**src/rtl/pc_alu_unit.sv**
```systemverilog
// pc_alu_unit
//   Program-counter register with next-PC selection (sequential, branch, jump)
//   plus a combinational ALU.
//
// Ports
//   clk        : single clock, all state updates on rising edge
//   reset      : synchronous active-low reset, forces pc to 0
//   pcsrc      : select branch target pc+imm over pc+4
//   jump       : select jump target, overrides pcsrc
//   jump_src   : jump base, 0 = pc (JAL), 1 = srca (JALR)
//   imm        : sign-extended immediate
//   srca       : ALU operand A / JALR base
//   srcb       : ALU operand B
//   alucontrol : ALU operation code
//   pc         : current program counter (registered)
//   pcplus4    : pc + 4
//   pcbranch   : pc + imm
//   aluout     : ALU result
//   zero       : high when aluout is 0
module pc_alu_unit #(
  parameter int WIDTH = 32
) (
  input  logic             clk,
  input  logic             reset,
  input  logic             pcsrc,
  input  logic             jump,
  input  logic             jump_src,
  input  logic [WIDTH-1:0] imm,
  input  logic [WIDTH-1:0] srca,
  input  logic [WIDTH-1:0] srcb,
  input  logic [3:0]       alucontrol,
  output logic [WIDTH-1:0] pc,
  output logic [WIDTH-1:0] pcplus4,
  output logic [WIDTH-1:0] pcbranch,
  output logic [WIDTH-1:0] aluout,
  output logic             zero
);

  localparam logic [WIDTH-1:0] PC_STEP = WIDTH'(4);

  logic [WIDTH-1:0] jump_base;
  logic [WIDTH-1:0] jump_sum;
  logic [WIDTH-1:0] jump_target;
  logic [WIDTH-1:0] pcnext;
  logic [4:0]       shamt;

  assign pcplus4  = pc + PC_STEP;
  assign pcbranch = pc + imm;

  assign jump_base   = jump_src ? srca : pc;
  assign jump_sum    = jump_base + imm;
  // JALR-style targets must be halfword aligned, so bit 0 is dropped.
  assign jump_target = {jump_sum[WIDTH-1:1], 1'b0};

  always_comb begin
    pcnext = pcplus4;
    if (jump) begin
      pcnext = jump_target;
    end else if (pcsrc) begin
      pcnext = pcbranch;
    end
  end

  always_ff @(posedge clk) begin
    if (!reset) begin
      pc <= '0;
    end else begin
      pc <= pcnext;
    end
  end

  // Only the low five bits of srcb form the shift amount.
  assign shamt = srcb[4:0];

  always_comb begin
    aluout = '0;
    unique case (alucontrol)
      4'b0000: aluout = srca + srcb;
      4'b0001: aluout = srca - srcb;
      4'b0010: aluout = srca << shamt;
      4'b0011: aluout = ($signed(srca) < $signed(srcb)) ? WIDTH'(1) : '0;
      4'b0100: aluout = (srca < srcb) ? WIDTH'(1) : '0;
      4'b0101: aluout = srca ^ srcb;
      4'b0110: aluout = srca >> shamt;
      4'b0111: aluout = WIDTH'($signed(srca) >>> shamt);
      4'b1000: aluout = srca | srcb;
      4'b1001: aluout = srca & srcb;
      default: aluout = '0;
    endcase
  end

  assign zero = (aluout == '0);

endmodule

```
**config.mk**
```make
export PLATFORM = sky130hd
export DESIGN_NAME = pc_alu_unit
export DESIGN_NICKNAME = d
export VERILOG_FILES = /design/src/rtl/pc_alu_unit.sv
export SDC_FILE = /design/constraint.sdc
export NUM_CORES = 1
export LEC_CHECK = 0
export ABC_CLOCK_PERIOD_IN_PS = 7550
export CORE_AREA = 2 2 234 179
export DETAILED_ROUTE_END_ITERATION = 8
export DIE_AREA = 0 0 236 181
export GPL_ROUTABILITY_DRIVEN = 1
export PLACE_DENSITY = 0.61
export SLEW_MARGIN = 20
export SYNTH_ARGS = -nofsm -noshare
export SYNTH_HDL_FRONTEND = slang
export SYNTH_SLANG_ARGS = --single-unit
```
**constraint.sdc**
```tcl
create_clock -name clk -period 7.55 [get_ports clk]
set_clock_uncertainty 0.15 [all_clocks]
set_input_delay 0.755 -clock clk [delete_from_list [all_inputs] [get_ports clk]]
set_output_delay 0.755 -clock clk [all_outputs]
set_load 0.02 [all_outputs]
```
==> results of run 1 <==
cells by family (layout without fill, tap and decap cells):
| kind of cell | count (synthesis) | in the layout | synth area share |
|---|---|---|---|
| XOR/XNOR | 97 | 97 | 0.05743 |
| multiplexers | 172 | 172 | 0.1613 |
| other | 0 | 1 | 0 |
| AO/OA/AOI/OAI | 710 | 710 | 0.3238 |
| flip-flops | 32 | 32 | 0.04331 |
| buffers and inverters | 261 | 481 | 0.07139 |
| adder cells (fa/ha/maj) | 167 | 167 | 0.1433 |
| AND/OR/NAND/NOR | 634 | 634 | 0.1995 |
area by class of cell:
class                   count  area (sq um)
fillers                  4101         21990
multi-input cells        1780         13120
repair buffers            358          3273
well taps                 528         660.6
flip-flops and latches     32         640.6
inverters                 116         435.4
clock buffers               7         152.6
diodes                      1         2.502
metrics by stage:
step                instance area, sq um  utilization  power, mW  setup slack, ns
floorplan                          14790            -      1.564           0.8546
finish                             18280       0.4539      2.694           0.2149
global route                       18280       0.4539      2.845         0.002967
global placement                   18120       0.4498      2.398           0.3621
detailed placement                 18120       0.4498      2.412           0.2861
CTS                                18270       0.4536      2.655           0.2164
synthesized netlist by cell type (all sizes together), types with 22 or more instances:
| library cell | n |
|---|---|
| a211oi | 37 |
| a21o | 52 |
| a21oi | 159 |
| a22oi | 22 |
| a31oi | 23 |
| buf | 42 |
| clkbuf | 103 |
| dfxtp | 32 |
| ha | 163 |
| inv | 114 |
| mux2 | 51 |
| mux2i | 73 |
| mux4 | 48 |
| nand2 | 182 |
| nand2b | 24 |
| nand3 | 50 |
| nor2 | 205 |
| nor2b | 24 |
| nor3 | 40 |
| o211ai | 31 |
| o21a | 26 |
| o21ai | 132 |
| o22ai | 31 |
| xnor2 | 66 |
| xor2 | 31 |
where the power goes:
part	internal [mW]	switching [mW]
registers	0.202	0.0605
clock network	0.139	0.0922
logic	0.936	1.26
worst paths after layout:
check / start / endpoint / slack [ns]
max: srca[25] / zero / 0.21
min: register / register / 0.46
max reg2reg: pc[2] / pc[30] / 2.96
min reg2reg: register / register / 0.46
per-layer routing:
metal,vias to the layer above,GRT usage
met4,4,0.04943
met1,8712,0.4988
met5,-,0
met3,96,0.07914
li1,8227,-
met2,1123,0.4864
worst register-to-register path, stage by stage (launching register included):
cell and delay, ns:
dfxtp_1 0.49, inv_1 0.14, o21ai_0 0.19, ha_1 0.30, nor2b_1 0.16, o311ai_0 0.69
a21oi_1 0.28, o211ai_1 0.41, a21boi_0 0.22, nor3_1 0.23, o31ai_1 0.15, a21o_1 0.20
a21o_1 0.22, a221oi_1 0.32, xor2_1 0.20, o22ai_1 0.10
what timing repair did:
action / 4_1_cts / 5_1_grt
hold endpoints to repair: 0 / 0
gates resized for setup: 0 / 5
endpoints found under the setup margin: 0 / 1
==> flow_summary_export.csv, run 1 <==
group,metric,value,unit
worst_setup_path,timing.critical_path.cells,"clkdlybuf4s50_1 > inv_1 > o21ai_0 > o221ai_1 > o21ai_0 > a31oi_1 > nand3_1 > or4_1 > nor4_2 > buf_4 > nand4bb_1 > or4_1 > nor4_2 > clkdlybuf4s50_1",
place,dp_hpwl,60.93,mm
synthesis,synth_ff_type,"dfxtp_1",
sta,timing_worst_slew_pin_value,1.206,ns
global_routing,antenna_found_initial,2,
final_layout,layout-area-overhead-vs-synth,23.61,%
detailed_routing,route.detailed.vias_per_inst,6.436,
power_and_ir_drop,vdd_ir_drop_max,0.1217,mV
global_routing,wire_length_of_the_first_global_routing_pass,109.9,mm
detailed_routing,dr_iter_0_viols,2105,
final_layout,top_register,"pc",
detailed_routing,detail_route.wirelength.met1,33.91,mm
place,gp_routability_congestion,1.027,
detailed_routing,route.met3.wl,8.523,mm
synthesis,synth_net_count,2345,
synthesis,number_of_warning_messages_in_the_yosys_log,0,
power_and_ir_drop,static_leakage,7.735,nW
global_routing,grt_use_total,0.3332,
min_path,hold_path_class,"reg2reg",
final_layout,most_common_cell_after_layout_fill_and_taps_aside,"clkdlybuf4s50_1",
sta,setup_repair_after_global_routing_missed_its_margin,"no",
status,status,"completed",
synthesis,synth.cell_area,0.01479,sq mm
worst_setup_path,cp_slowest_cell,"clkdlybuf4s50_1",
synthesis,distinct_cell_type_count_after_synthesis,80,
die,initial_standard_cell_utilization_of_the_core,0.3672,
final_layout,final_cell_mix,"clkdlybuf4s50_1, nor2_1, nand2_1",
power_and_ir_drop,power_per_cell_area,147.4,mW/mm^2
cts,htree_num_levels,2,
die,rows,64,
synthesis,synthArstFlopShare,0,
cts,root_buffer,"clkbuf_16",
global_routing,grt_start_max_net_pins,50,
synthesis,synthCells,2073,
sta,period_minus_slack,7.335,ns
sta,fin_crit_sh,0.9715,
die,die_area,0.04272,sq mm
synthesis,number_of_flops_mapped_to_enable_cells_by_yosys,0,
sta,max_slew_margin,0.1858,
final_layout,final_cells,2822,
synthesis,synth.yosys.seq_area_share,0.04331,
worst_setup_path,critical_path_at,6.43,ns
worst_setup_path,critical-path-max-stage-delay,0.70,ns
die,die_width,236,microns
cts,numCtsBuffers,5,
synthesis,ys_ff_latch,32,
detailed_routing,routed-via-count,18160,
worst_setup_path,worst_ep_required_time,6.64,ns
worst_setup_path,reg2regPathDepth,15,
synthesis,synth_top_area_share,0.1379,
sta,achievable-frequency,136.3,MHz
cts,post-cts-setup-buffers,0,
cts,cts_tree,"yes",
die,die_h,181,microns
cts,tritoncts_num_sinks,32,
place,place_inst,2814,
worst_setup_path,timing.critical_path.to_type,"output pin",
sta,fin_tns_setup,0,ns
die,io_pins,234,
final_layout,layout.nets,2565,
sta,setup_viol,0,
global_routing,grt_pass1_vias,16930,
worst_setup_path,critical_path.max_fanout,9,
detailed_routing,route.final.wire_length,74.18,mm
die,core_area,0.04028,sq mm
sta,finalHoldViolations,0,
worst_setup_path,criticalPathCategory,"in2out",
flow_run,cap_viol_max_count,0,
worst_setup_path,timing.critical_path.depth,14,
final_layout,drive_above_1_share,0.1195,
worst_setup_path,path_buf_inv,4,
detailed_routing,drt_drc_violations_left,0,
worst_setup_path,path_delay_family,"simple AND/OR/NAND/NOR gates",
detailed_routing,drtAntennaViolNets,0,
sta,timing.final.max_slew_violations,0,
cts,cts-root-to-sink-buffers,2,
synthesis,synthTopCellsByArea,"ha_1, mux4_2, a21oi_1",
detailed_routing,router_iterations_before_antenna_repair,5,
cts,clkSlewWorstSetupHoldPaths,0.06,ns
cts,hold_buffers,0,
detailed_routing,avgRoutedWirePerCell,26.29,microns
sta,hold_slack,0.4602,ns
detailed_routing,met2WireLength,30.56,mm
global_routing,globalRouteOverflowTotal,0,
worst_setup_path,cp-start-kind,"input pin",
synthesis,yosysTopAreaCell,"ha_1",
final_layout,flip_flop_count_of_the_largest_register_all_copies_and_words_added,31,
synthesis,postSynthAreaPerCell,7.135,sq um
place,buffer_ports.inserted,233,
detailed_routing,highest_layer,"met5",
min_path,min_path_cells,2,
cts,worst_skew_pair.late_latency,0.29,ns
final_layout,layout_top_registers,"pc x31",
Note: power is estimated with default switching activity, not from simulation.
==> run 2: changes to the inputs <==
--- a/config.mk
+++ b/config.mk
@@ -10,6 +10,7 @@
 export DETAILED_ROUTE_END_ITERATION = 8
 export DIE_AREA = 0 0 236 181
 export GPL_ROUTABILITY_DRIVEN = 1
+export HOLD_SLACK_MARGIN = 0.06
 export PLACE_DENSITY = 0.61
 export SLEW_MARGIN = 20
 export SYNTH_ARGS = -nofsm -noshare
==> results of run 2 <==
No change in the layout: final DEF, timing and power equal those of run 1.
